$ cat config.mk
export PLATFORM = sky130hd
export DESIGN_NAME = mem_port_arbiter_flat
export DESIGN_NICKNAME = d
export VERILOG_FILES = /design/src/rtl/mem_port_arbiter_if.sv /design/src/rtl/mem_port_arbiter.sv /design/src/flat_wrapper.sv
export SDC_FILE = /design/constraint.sdc
export NUM_CORES = 1
export LEC_CHECK = 0
export BUFFER_PORTS_ARGS = -buffer_cell sky130_fd_sc_hd__buf_2
export CAP_MARGIN = 0
export CORE_ASPECT_RATIO = 0.75
export CORE_MARGIN = 4
export CORE_UTILIZATION = 40
export DETAILED_ROUTE_END_ITERATION = 7
export PLACE_DENSITY = 0.73
export SLEW_MARGIN = 20
export SYNTH_ARGS = -nofsm -noshare
export SYNTH_HDL_FRONTEND = slang
export SYNTH_SLANG_ARGS = --single-unit
$ cat constraint.sdc
create_clock -name clk -period 1.55 [get_ports clk]
set_clock_uncertainty 0.05 [all_clocks]
set_input_delay 0.155 -clock clk [delete_from_list [all_inputs] [get_ports clk]]
set_output_delay 0.155 -clock clk [all_outputs]
set_load 0.02 [all_outputs]
$ cat src/rtl/mem_port_arbiter_if.sv
// mem_port_arbiter_if
// Bundles the instruction-fetch port, the data port and the shared memory
// port of mem_port_arbiter.
//   slave  : arbiter view (takes requests and memory responses, drives
//            grants, completions and the memory transaction)
//   master : environment view (cores and memory model), directions reversed
interface mem_port_arbiter_if;
  logic        if_req;
  logic [31:0] if_addr;
  logic        if_gnt;
  logic        if_rvalid;
  logic [31:0] if_rdata;

  logic        d_req;
  logic        d_we;
  logic [31:0] d_addr;
  logic [31:0] d_wdata;
  logic [3:0]  d_be;
  logic        d_gnt;
  logic        d_rvalid;
  logic [31:0] d_rdata;

  logic        mem_req;
  logic        mem_we;
  logic [31:0] mem_addr;
  logic [31:0] mem_wdata;
  logic [3:0]  mem_be;
  logic        mem_ready;
  logic [31:0] mem_rdata;

  modport slave (
    input  if_req, if_addr,
    input  d_req, d_we, d_addr, d_wdata, d_be,
    input  mem_ready, mem_rdata,
    output if_gnt, if_rvalid, if_rdata,
    output d_gnt, d_rvalid, d_rdata,
    output mem_req, mem_we, mem_addr, mem_wdata, mem_be
  );

  modport master (
    output if_req, if_addr,
    output d_req, d_we, d_addr, d_wdata, d_be,
    output mem_ready, mem_rdata,
    input  if_gnt, if_rvalid, if_rdata,
    input  d_gnt, d_rvalid, d_rdata,
    input  mem_req, mem_we, mem_addr, mem_wdata, mem_be
  );
endinterface

$ cat src/rtl/mem_port_arbiter.sv
// mem_port_arbiter
// Shares one single-outstanding memory port between an instruction-fetch
// requester and a data requester. Data wins ties; grants are combinational
// in IDLE, the winning request is registered onto mem_* and held until
// mem_ready, and the owner's rvalid pulses one cycle after completion.
//
// Ports
//   clk   : sole clock, rising edge
//   reset : asynchronous, active-low
//   bus   : mem_port_arbiter_if.slave (fetch, data and memory ports)
//
// Parameter
//   STARVE_LIMIT : consecutive data grants tolerated while a fetch waits (1-15)
//
// Build option
//   ARB_STARVE_GUARD_EN : when defined, a 4-bit counter of data grants taken
//   while if_req is high forces fetch to win once it reaches STARVE_LIMIT.
//   When undefined, arbitration is strict data priority.
//
// state   | meaning
// IDLE    | no transaction outstanding, grants may be issued
// BUSY_IF | fetch transaction on mem_*, waiting for mem_ready
// BUSY_D  | data transaction on mem_*, waiting for mem_ready
module mem_port_arbiter #(
  parameter int unsigned STARVE_LIMIT = 4
) (
  input logic           clk,
  input logic           reset,
  mem_port_arbiter_if.slave bus
);

  localparam logic [1:0] IDLE    = 2'd0;
  localparam logic [1:0] BUSY_IF = 2'd1;
  localparam logic [1:0] BUSY_D  = 2'd2;

  if (STARVE_LIMIT == 0 || STARVE_LIMIT > 15) begin : g_limit_check
    $error("mem_port_arbiter: STARVE_LIMIT must be 1..15");
  end

  logic [1:0]  state_q, state_d;
  logic        mem_we_q, mem_we_d;
  logic [31:0] mem_addr_q, mem_addr_d;
  logic [31:0] mem_wdata_q, mem_wdata_d;
  logic [3:0]  mem_be_q, mem_be_d;
  logic        if_rvalid_q, if_rvalid_d;
  logic        d_rvalid_q, d_rvalid_d;
  logic [31:0] if_rdata_q, if_rdata_d;
  logic [31:0] d_rdata_q, d_rdata_d;

  logic        is_idle;
  logic        fetch_first;
  logic        grant_if;
  logic        grant_d;

  // Gating with reset keeps grants low while the block is held in reset,
  // even if requests are already asserted.
  assign is_idle  = (state_q == IDLE) && reset;
  assign grant_if = is_idle && bus.if_req && (!bus.d_req || fetch_first);
  assign grant_d  = is_idle && bus.d_req && !grant_if;

`ifdef ARB_STARVE_GUARD_EN
  localparam logic [3:0] LIMIT = 4'(STARVE_LIMIT);

  logic [3:0] starve_cnt_q, starve_cnt_d;

  always_comb begin
    starve_cnt_d = starve_cnt_q;
    if (!bus.if_req || grant_if) begin
      starve_cnt_d = 4'd0;
    end else if (grant_d && starve_cnt_q != 4'hF) begin
      starve_cnt_d = starve_cnt_q + 4'd1;
    end
  end

  always_ff @(posedge clk or negedge reset) begin
    if (!reset) begin
      starve_cnt_q <= 4'd0;
    end else begin
      starve_cnt_q <= starve_cnt_d;
    end
  end

  assign fetch_first = (starve_cnt_q == LIMIT);
`else
  assign fetch_first = 1'b0;
`endif

  always_comb begin
    state_d     = state_q;
    mem_we_d    = mem_we_q;
    mem_addr_d  = mem_addr_q;
    mem_wdata_d = mem_wdata_q;
    mem_be_d    = mem_be_q;
    if_rvalid_d = 1'b0;
    d_rvalid_d  = 1'b0;
    if_rdata_d  = if_rdata_q;
    d_rdata_d   = d_rdata_q;
    case (state_q)
      IDLE: begin
        if (grant_d) begin
          state_d     = BUSY_D;
          mem_we_d    = bus.d_we;
          mem_addr_d  = bus.d_addr;
          mem_wdata_d = bus.d_we ? bus.d_wdata : 32'd0;
          mem_be_d    = bus.d_we ? bus.d_be : 4'b1111;
        end else if (grant_if) begin
          state_d     = BUSY_IF;
          mem_we_d    = 1'b0;
          mem_addr_d  = bus.if_addr;
          mem_wdata_d = 32'd0;
          mem_be_d    = 4'b1111;
        end
      end
      BUSY_IF: begin
        if (bus.mem_ready) begin
          state_d     = IDLE;
          if_rvalid_d = 1'b1;
          if_rdata_d  = bus.mem_rdata;
        end
      end
      BUSY_D: begin
        if (bus.mem_ready) begin
          state_d    = IDLE;
          d_rvalid_d = 1'b1;
          // Stores return zero so d_rdata never shows stale bus data.
          d_rdata_d  = mem_we_q ? 32'd0 : bus.mem_rdata;
        end
      end
      default: state_d = IDLE;
    endcase
  end

  always_ff @(posedge clk or negedge reset) begin
    if (!reset) begin
      state_q     <= IDLE;
      mem_we_q    <= 1'b0;
      mem_addr_q  <= 32'd0;
      mem_wdata_q <= 32'd0;
      mem_be_q    <= 4'd0;
      if_rvalid_q <= 1'b0;
      d_rvalid_q  <= 1'b0;
      if_rdata_q  <= 32'd0;
      d_rdata_q   <= 32'd0;
    end else begin
      state_q     <= state_d;
      mem_we_q    <= mem_we_d;
      mem_addr_q  <= mem_addr_d;
      mem_wdata_q <= mem_wdata_d;
      mem_be_q    <= mem_be_d;
      if_rvalid_q <= if_rvalid_d;
      d_rvalid_q  <= d_rvalid_d;
      if_rdata_q  <= if_rdata_d;
      d_rdata_q   <= d_rdata_d;
    end
  end

  // Derived from state so an asynchronous reset drops it immediately.
  assign bus.mem_req   = (state_q != IDLE);
  assign bus.mem_we    = mem_we_q;
  assign bus.mem_addr  = mem_addr_q;
  assign bus.mem_wdata = mem_wdata_q;
  assign bus.mem_be    = mem_be_q;
  assign bus.if_gnt    = grant_if;
  assign bus.d_gnt     = grant_d;
  assign bus.if_rvalid = if_rvalid_q;
  assign bus.d_rvalid  = d_rvalid_q;
  assign bus.if_rdata  = if_rdata_q;
  assign bus.d_rdata   = d_rdata_q;

endmodule

$ cat src/flat_wrapper.sv
// flat-port wrapper written by rule: the top's interface ports become plain ports
module mem_port_arbiter_flat 
#(
  parameter int unsigned STARVE_LIMIT = 4
)
  (clk, reset, bus_if_req, bus_if_addr, bus_d_req, bus_d_we, bus_d_addr, bus_d_wdata, bus_d_be, bus_mem_ready, bus_mem_rdata, bus_if_gnt, bus_if_rvalid, bus_if_rdata, bus_d_gnt, bus_d_rvalid, bus_d_rdata, bus_mem_req, bus_mem_we, bus_mem_addr, bus_mem_wdata, bus_mem_be);
  mem_port_arbiter_if bus_i ();
  input logic clk;
  input logic reset;
  input wire logic [$bits(bus_i.if_req)-1:0] bus_if_req;
  input wire logic [$bits(bus_i.if_addr)-1:0] bus_if_addr;
  input wire logic [$bits(bus_i.d_req)-1:0] bus_d_req;
  input wire logic [$bits(bus_i.d_we)-1:0] bus_d_we;
  input wire logic [$bits(bus_i.d_addr)-1:0] bus_d_addr;
  input wire logic [$bits(bus_i.d_wdata)-1:0] bus_d_wdata;
  input wire logic [$bits(bus_i.d_be)-1:0] bus_d_be;
  input wire logic [$bits(bus_i.mem_ready)-1:0] bus_mem_ready;
  input wire logic [$bits(bus_i.mem_rdata)-1:0] bus_mem_rdata;
  output wire logic [$bits(bus_i.if_gnt)-1:0] bus_if_gnt;
  output wire logic [$bits(bus_i.if_rvalid)-1:0] bus_if_rvalid;
  output wire logic [$bits(bus_i.if_rdata)-1:0] bus_if_rdata;
  output wire logic [$bits(bus_i.d_gnt)-1:0] bus_d_gnt;
  output wire logic [$bits(bus_i.d_rvalid)-1:0] bus_d_rvalid;
  output wire logic [$bits(bus_i.d_rdata)-1:0] bus_d_rdata;
  output wire logic [$bits(bus_i.mem_req)-1:0] bus_mem_req;
  output wire logic [$bits(bus_i.mem_we)-1:0] bus_mem_we;
  output wire logic [$bits(bus_i.mem_addr)-1:0] bus_mem_addr;
  output wire logic [$bits(bus_i.mem_wdata)-1:0] bus_mem_wdata;
  output wire logic [$bits(bus_i.mem_be)-1:0] bus_mem_be;
  assign bus_i.if_req = bus_if_req;
  assign bus_i.if_addr = bus_if_addr;
  assign bus_i.d_req = bus_d_req;
  assign bus_i.d_we = bus_d_we;
  assign bus_i.d_addr = bus_d_addr;
  assign bus_i.d_wdata = bus_d_wdata;
  assign bus_i.d_be = bus_d_be;
  assign bus_i.mem_ready = bus_mem_ready;
  assign bus_i.mem_rdata = bus_mem_rdata;
  assign bus_if_gnt = bus_i.if_gnt;
  assign bus_if_rvalid = bus_i.if_rvalid;
  assign bus_if_rdata = bus_i.if_rdata;
  assign bus_d_gnt = bus_i.d_gnt;
  assign bus_d_rvalid = bus_i.d_rvalid;
  assign bus_d_rdata = bus_i.d_rdata;
  assign bus_mem_req = bus_i.mem_req;
  assign bus_mem_we = bus_i.mem_we;
  assign bus_mem_addr = bus_i.mem_addr;
  assign bus_mem_wdata = bus_i.mem_wdata;
  assign bus_mem_be = bus_i.mem_be;
  mem_port_arbiter #(.STARVE_LIMIT(STARVE_LIMIT)) u_core (.clk(clk), .reset(reset), .bus(bus_i));
endmodule
# Word-level counts from Yosys, hierarchy flattened

Index checks and enable logic that the tools add are counted.

Word-level logic and storage cells: 46
Bits in registers: 137
Input bits: 138

Multiplexer cells: 18
Reduce and logical (&&, ||, !) cells: 15
Equal/unequal tests: 4

Operator list:

| kind                                                | count |
|---|---|
| 2-to-1 mux 32 bit                                   | 6 |
| 2-to-1 mux 4 bit                                    | 3 |
| AND reduction 2 bit                                 | 4 |
| 2-to-1 mux 2 bit                                    | 3 |
| logical AND 1 bit                                   | 5 |
| 2-to-1 mux 1 bit                                    | 5 |
| case mux 2 bit (2 select lines)                     | 1 |
| nonzero test 2 bit                                  | 2 |
| != test 3 x 2 -> 1 bit, second input constant       | 1 |
| equality test 2 x 1 -> 1 bit, second input constant | 1 |
| equality test 2 bit, second input constant          | 1 |
| zero test 1 bit                                     | 2 |
| zero test 2 bit                                     | 1 |
| != test 2 x 1 -> 1 bit, second input constant       | 1 |
| OR reduction 2 bit                                  | 1 |

# Depth between registers and ports, before layout

Gate-level depths: netlist of the first run.

Word-level depth: 8
Mapped depth: 8
Gate-level depth less buffers: 5

# Least setup slack after synthesis of the first run

No wires, ideal clock.

Kind: reg-to-output
Start: register u_core.state_q[0]
End: output port bus_if_gnt
Setup slack: -226 ps
Arrival: 1571 ps
Data required time: 1345 ps
Cell stages (with the launch flop): 6
Cells stage by stage: dfrtp_1 inv_1 ha_1 nand2_1 clkbuf_1 nor3b_1

Longest elaborated chain between the ends: 4

RTL lines:

| element                        | RTL line                | text |
|---|---|---|
| start: declaration             | mem_port_arbiter.sv:40  | `logic [1:0] state_q, state_d;` |
| start signal: assignment       | mem_port_arbiter.sv:145 | `state_q <= state_d;` |
| zero test 2 bit                | mem_port_arbiter.sv:57  | `assign is_idle = (state_q == IDLE) && reset;` |
| logical AND 1 bit              | mem_port_arbiter.sv:57  |  |
| logical AND 1 bit (2 in a row) | mem_port_arbiter.sv:58  | `assign grant_if = is_idle && bus.if_req && (!bus.d_req \|\| fetch_first);` |
| end: declaration               | flat_wrapper.sv:19      | `output wire logic [$bits(bus_i.if_gnt)-1:0] bus_if_gnt;` |

Every way passes these cells.

# Final worst setup path of the first run

Start: register u_core.state_q[0]
End: register u_core.mem_wdata_q[30], in the netlist u_core.bus.mem_wdata[30]

Longest elaborated chain between the ends: 8
Elaborated cells on any way between the ends: 10
Those cells by class: 1 x mux; 9 x reduce/logical

RTL lines:

| element                              | RTL line                                       | text |
|---|---|---|
| zero test 2 bit *                    | mem_port_arbiter.sv:57, mem_port_arbiter.sv:98 |  |
| logical AND 1 bit                    | mem_port_arbiter.sv:57                         |  |
| logical AND 1 bit (2 in a row)       | mem_port_arbiter.sv:58                         |  |
| zero test 1 bit                      | mem_port_arbiter.sv:59                         | `assign grant_d = is_idle && bus.d_req && !grant_if;` |
| logical AND 1 bit                    | mem_port_arbiter.sv:59                         |  |
| nonzero test 2 bit (no source line)  | -                                              |  |
| AND reduction 2 bit (no source line) | -                                              |  |
| end signal: assignment               | mem_port_arbiter.sv:148                        | `mem_wdata_q <= mem_wdata_d;` |
| end: declaration                     | mem_port_arbiter.sv:43                         | `logic [31:0] mem_wdata_q, mem_wdata_d;` |

Every way passes the cells marked *; elsewhere a longest branch is shown, timed or not.
A chain may end at the register's enable or synchronous reset.

==> results of run 1 <==
## sequential cells by signal, indices dropped and copies added, names as in the netlist
name,count
u_core.bus.mem_addr,32
u_core.bus.d_rdata,32
u_core.bus.mem_wdata,32
u_core.bus.mem_be,4
u_core.state_q,2
u_core.bus.if_rvalid,1
u_core.bus.mem_we,1
u_core.bus.d_rvalid,1
u_core.bus.if_rdata,32
## worst paths after layout
| kind | start | to | slack, ns | cells after the start |
|---|---|---|---|---|
| hold / removal | bus_if_addr[22] | u_core.bus.mem_addr[22] | 0.01 | 3 |
| setup / recovery | u_core.state_q[0] | u_core.bus.mem_wdata[30] | -0.26 | 8 |
| setup reg to reg | u_core.state_q[0] | u_core.bus.mem_wdata[30] | -0.26 | 8 |
| max in group asynchronous | reset | u_core.bus.mem_wdata[15] | 0.44 | 3 |
| min in group asynchronous | reset | u_core.state_q[0] | 0.15 | 2 |
| hold reg to reg | u_core.bus.d_rdata[10] | u_core.bus.d_rdata[10] | 0.42 | 2 |
## area by class of cell
cell class	instances	area [um^2]
antenna	1	2.50
clock buffer	21	460
clock inverter	10	141
fill	903	3990
inverter	5	21.3
multi-input combinational	317	2370
sequential	137	3430
tap	195	244
timing repair buffer	440	3280
## cells by family after synthesis
kind of cell	share of synthesized area
flops	0.593
mux	0.0623
compound gates	0.193
simple gates	0.104
buf+inv	0.0411
fa+ha+maj	0.00649
## worst max-delay path, stage by stage (launching register included)
cell,delay [ns]
dfrtp_1,0.38
inv_2,0.07
ha_4,0.18
buf_4,0.13
and3_4,0.20
and2_4,0.21
buf_12,0.14
buf_16,0.12
a22o_1,0.21
## what timing repair did
action,4_1_cts,5_1_grt
hold endpoints to repair,270,2
setup buffers,8,8
resized for setup,59,41
cloned,6,5
hold buffers,117,2
setup endpoints to repair,59,106
pin swaps,26,7
## cell usage in the layout (no fill, tap or decap), types with 3 or more instances in the layout
| cell type | instances |
|---|---|
| a22o_1 | 32 |
| a22oi_1 | 15 |
| a22oi_2 | 17 |
| a31oi_1 | 32 |
| buf_12 | 11 |
| buf_16 | 5 |
| buf_2 | 272 |
| buf_4 | 14 |
| buf_6 | 14 |
| bufinv_16 | 3 |
| clkbuf_16 | 20 |
| dfrtp_1 | 137 |
| dlygate4sd3_1 | 119 |
| mux2_2 | 11 |
| mux2_4 | 21 |
| nand2_1 | 33 |
| nand2_2 | 3 |
| nand2b_1 | 33 |
| nor2b_1 | 34 |
| o21ai_0 | 47 |
| o21ai_1 | 19 |
| o22a_1 | 4 |
## metal layers
layer,vias up,GRT usage,share of wire
met3,77,0.0791,0.093
met4,0,0.0921,0.034
met2,408,0.437,0.50
met1,2898,0.309,0.38
li1,2635,-,-
met5,-,0,0
## stage by stage
| step | setup slack (ns) | cell area [um^2] |
|---|---|---|
| 5_1_grt | -0.304 | 9940 |
| 3_3_place_gp | 0.00479 | 7450 |
| 2_1_floorplan | -0.104 | 5800 |
| 4_1_cts | -0.256 | 9630 |
| 3_5_place_dp | -0.0687 | 7450 |
| 6_report | -0.261 | 9950 |
## power groups by stage
stage | sequential [mW] | combinational (mW) | clock [mW]
after floorplan | 7.95 | 2.78 | 0
after global placement | 6.08 | 7.35 | 0
after detailed placement | 6.13 | 7.57 | 0
after CTS | 6.15 | 8.47 | 4.19
after global routing | 6.43 | 9.65 | 4.38
final | 6.23 | 9.08 | 4.16
==> run_results.csv, run 1 <==
group,metric,value,unit
yosys,ys_ff_latch,137,
clock_network,clock-root-buffer,"clkbuf_16",
clock_network,clockBufferDepth,2,
pwr,switchingPower,7.69,mW
outcome,violations,"negative setup slack",
outcome,status,"finished with violations",
grt,antenna_found_initial,0,
place,dp_hpwl,12.7,mm
grt,grt_pass1_wl,33.8,mm
floorplan,core_region_area,13900,um^2
pwr,p_leak,4.92,nW
place,dp.cells,950,
job,maxCapViolCount,0,
timing,final.setup.worst_slack,-0.261,ns
floorplan,start_util,0.415,
yosys,synth_top_area_frac,0.593,
timing,worst_pin_slew,0.590,ns
setup_path,crit_path_max_fanout,7,
timing,maxSlewViolCount,0,
clock_network,insertion_delay,0.40,ns
timing,setup-tns-final,-10.74,ns
yosys,yosys_most_used_dff,"dfrtp_1",
yosys,yosysSeqAreaShare,0.593,
pwr,totalPowerFinal,19.5,mW
hold_path,hold_path_class,"in2reg",
floorplan,fp-row-count,37,
detailed_routing,drc_errors,0,
detailed_routing,postRouteAntennaNets,0,
pwr,seqPwrFrac,0.320,
setup_path,critical_path_arrival,2.05,ns
clock_network,htree_levels,4,
grt,grt_max_degree,108,
yosys,synth.most_common_cell,"dfrtp_1",
detailed_routing,route.detailed.wl_per_inst,19.8,um
timing,max-slew-margin-rel,0.607,
clock_network,cts.clk_slew.worst_paths,0.06,ns
yosys,synth_nets,642,
final_layout,final_util,0.714,
final_layout,fin_nets,1059,
floorplan,ios,276,
grt,grt_overflow_total,0,
pwr,power_report.internal_total,11.8,mW
place,place_congestion,0.858,
setup_path,end_kind,"flop",
setup_path,start_kind,"flop",
detailed_routing,vias_per_cell,5.34,
yosys,yosysTopAreaCell,"dfrtp_1",
floorplan,die_area,16500,um^2
floorplan,die_w,147,um
clock_network,cts_tree,"done",
timing,fin_worst_hold_slack,0.0118,ns
final_layout,drive_above_1_share,0.447,
yosys,synthArstFlopShare,1.00,
grt,grtUsageTotal,0.257,
timing,fmax,552,MHz
timing,rsz0062_at_grt,"true",
detailed_routing,first_pass_iters,5,
yosys,syn_area,5780,um^2
pwr,combPwrFrac,0.466,
timing,final_hold_viol_count,0,
detailed_routing,routed-via-count,6018,
pwr,swShare,0.395,
pwr,peakVddDrop,1030,uV
pwr,powerDensity,1960,nW/um^2
grt,grt_pass1_vias,6324,
yosys,synth.distinct_cells,24,
final_layout,syn2layout_area_growth,71.9,%
clock_network,numClockSinks,137,
setup_path,critical_path_class,"reg2reg",
place,portBuffers,275,
timing,setup_viol,66,
yosys,yosys-top-cells-area,"dfrtp_1 (59%), mux2_2 (6.2%), o21ai_0 (5.4%)",
pwr,clockPowerShare,0.213,
yosys,synth_cells,501,
timing,finalCritPeriodShare,1.17,
clock_network,cts_buffers,17,
final_layout,stdcell_count,1126,
detailed_routing,drt_iter0_drc,340,
yosys,synthTopCellsByCount,"dfrtp_1 (137), o21ai_0 (62), nand2_1 (38)",
yosys,synth-edff-count,0,
timing,finalCriticalPeriod,1.81,ns
floorplan,die_h,112,um
setup_path,required,1.79,ns
detailed_routing,wl,22.3,mm
yosys,syn_avg_cell_area,11.5,um^2
yosys,ys_warn_count,0,
Power figures use the tool's default switching activity.
==> run 2: changes to the inputs <==
--- a/config.mk
+++ b/config.mk
@@ -7,11 +7,13 @@
 export LEC_CHECK = 0
 export BUFFER_PORTS_ARGS = -buffer_cell sky130_fd_sc_hd__buf_2
 export CAP_MARGIN = 0
+export CELL_PAD_IN_SITES_DETAIL_PLACEMENT = 0
+export CELL_PAD_IN_SITES_GLOBAL_PLACEMENT = 1
 export CORE_ASPECT_RATIO = 0.75
 export CORE_MARGIN = 4
-export CORE_UTILIZATION = 40
+export CORE_UTILIZATION = 31
 export DETAILED_ROUTE_END_ITERATION = 7
-export PLACE_DENSITY = 0.73
+export PLACE_DENSITY_LB_ADDON = 0.1
 export SLEW_MARGIN = 20
 export SYNTH_ARGS = -nofsm -noshare
 export SYNTH_HDL_FRONTEND = slang
==> run_results.csv, run 2 (same netlist as run 1, synthesis figures left out) <==
group,metric,value,unit
timing,fmax,571,MHz
detailed_routing,postRouteAntennaNets,0,
place,portBuffers,275,
floorplan,start_util,0.322,
timing,setup_viol,75,
setup_path,reg2regPathDepth,7,
final_layout,fin_nets,1059,
floorplan,die_h,126,um
final_layout,fill_cells,1564,
detailed_routing,drc_errors,0,
clock_network,numClockSinks,137,
timing,finalCriticalPeriod,1.75,ns
place,dp_hpwl,12.8,mm
job,maxCapViolCount,0,
detailed_routing,drt_iter0_drc,387,
clock_network,cts_tree,"done",
pwr,p_leak,4.83,nW
setup_path,critical_path_arrival,1.55,ns
floorplan,die_w,166,um
clock_network,cts.clk_slew.worst_paths,0.06,ns
detailed_routing,dr_wl_met3,1.41,mm
floorplan,core_region_area,18000,um^2
pwr,peakVddDrop,865,uV
timing,final.setup.worst_slack,-0.201,ns
grt,grtUsageTotal,0.190,
grt,grt_max_degree,110,
floorplan,die_area,20900,um^2
pwr,switchingPower,7.58,mW
timing,worst_pin_slew,0.873,ns
timing,maxSlewViolCount,0,
setup_path,crit_path_max_fanout,4,
pwr,swShare,0.390,
floorplan,fp-row-count,42,
hold_path,hold_path_class,"in2reg",
place,pre_cts_slack,-0.0460,ns
outcome,violations,"negative setup slack",
detailed_routing,wl_met2,10.1,mm
setup_path,required,1.34,ns
final_layout,syn2layout_area_growth,73.7,%
pwr,clockPowerShare,0.226,
pwr,seqPwrFrac,0.316,
detailed_routing,maxUsedRoutingLayer,"met4",
clock_network,clock-root-buffer,"clkbuf_16",
detailed_routing,wl,20.7,mm
clock_network,insertion_delay,0.41,ns
timing,final_hold_viol_count,0,
setup_path,critical_path_class,"reg2out",
clock_network,clockBufferDepth,2,
hold_path,whs_path_depth,3,
timing,rsz0062_at_grt,"true",
floorplan,ios,276,
outcome,status,"finished with violations",
setup_path,start_kind,"flop",
detailed_routing,wl_met1,8.74,mm
final_layout,final_common_cell,"buf_2",
setup_path,end_kind,"output port",
pwr,powerDensity,1930,nW/um^2
detailed_routing,routed-via-count,5643,
place,place_congestion,0.788,
grt,grt_pass1_wl,32.3,mm
pwr,power_report.internal_total,11.8,mW
timing,max-slew-margin-rel,0.416,
clock_network,cts_buffers,17,
pwr,totalPowerFinal,19.4,mW
grt,grt_pass1_vias,6037,
timing,setup-tns-final,-4.08,ns
timing,finalCritPeriodShare,1.13,
pwr,combPwrFrac,0.458,
detailed_routing,route.detailed.wl_per_inst,17.6,um
final_layout,final_cell_mix,"buf_2 (271), dfrtp_1 (137), dlygate4sd3_1 (130)",
final_layout,drive_above_1_share,0.448,
grt,grt_overflow_total,0,
detailed_routing,first_pass_iters,4,
grt,antenna_found_initial,0,
clock_network,htree_levels,4,
detailed_routing,vias_per_cell,4.81,
[run 2: changes by cell type in the layout (fill, tap and decap cells not counted), sizes merged]
cell / change
and2: +1
dlymetal6s4s: +1
bufinv: +1
inv: +5
clkbuf: -3
clkinv: -2
buf: -13
dlygate4sd3: +11
[run 2: layout make-up]
class	instances	area (um^2)	area share
timing repair buffer	439	3250	0.323
clock inverter	14	208	0.0207
clock buffer	18	429	0.0427
inverter	5	18.8	0.00187
multi-input combinational	318	2410	0.240
antenna	1	2.50	0.000249
tap	242	303	0.0301
sequential	137	3430	0.341
[run 2: timing repair]
action | CTS | global route
buffers inserted | 7 | 2
gates resized for setup | 20 | 77
endpoints found under the hold margin | 160 | 11
gates cloned | 5 | 4
hold buffers | 128 | 3
setup endpoints to repair | 69 | 213
pin swaps | 1 | 7
[run 2: routing by layer]
| layer | global-route usage | up-vias |
|---|---|---|
| met3 | 0.0603 | 31 |
| met4 | 0.0626 | 0 |
| met1 | 0.236 | 2721 |
| met5 | 0 | - |
| met2 | 0.317 | 244 |
| li1 | - | 2647 |
[run 2: per-stage QoR]
step	util	instances	area [um^2]	hold slack, ns
floorplan	-	501	5800	-0.191
finish	0.559	1174	10000	0.00854
CTS	0.538	1165	9660	0.00533
detailed placement	0.419	994	7520	-0.0621
global route	0.559	1173	10000	0.0127
global placement	0.419	994	7520	-0.0603
[run 2: path summary, 6_finish.rpt]
check | slack, ns | endpoint | startpoint
max | -0.20 | bus_if_gnt | u_core.state_q[0]
min in group asynchronous | 0.13 | u_core.bus.mem_addr[7] | reset
max reg2reg | -0.09 | u_core.bus.mem_wdata[28] | u_core.state_q[0]
min reg2reg | 0.42 | u_core.bus.d_rdata[4] | u_core.bus.d_rdata[4]
max in group asynchronous | 0.12 | u_core.bus.mem_addr[2] | reset
min | 0.009 | u_core.bus.mem_addr[13] | bus_if_addr[13]
[run 2: power groups by stage]
stage | sequential [mW] | combinational (mW) | clock [mW]
after CTS | 6.09 | 8.33 | 4.50
final | 6.14 | 8.89 | 4.38
after floorplan | 7.95 | 2.78 | 0
after global placement | 6.11 | 7.44 | 0
after global routing | 6.33 | 9.55 | 4.68
after detailed placement | 6.13 | 7.56 | 0
[run 2: worst max-delay path, stage by stage, from the launching register on]
cell	delay [ns]
dfrtp_1	0.39
inv_2	0.09
ha_4	0.16
nand2_4	0.06
buf_12	0.12
nor3b_4	0.17
buf_6	0.14
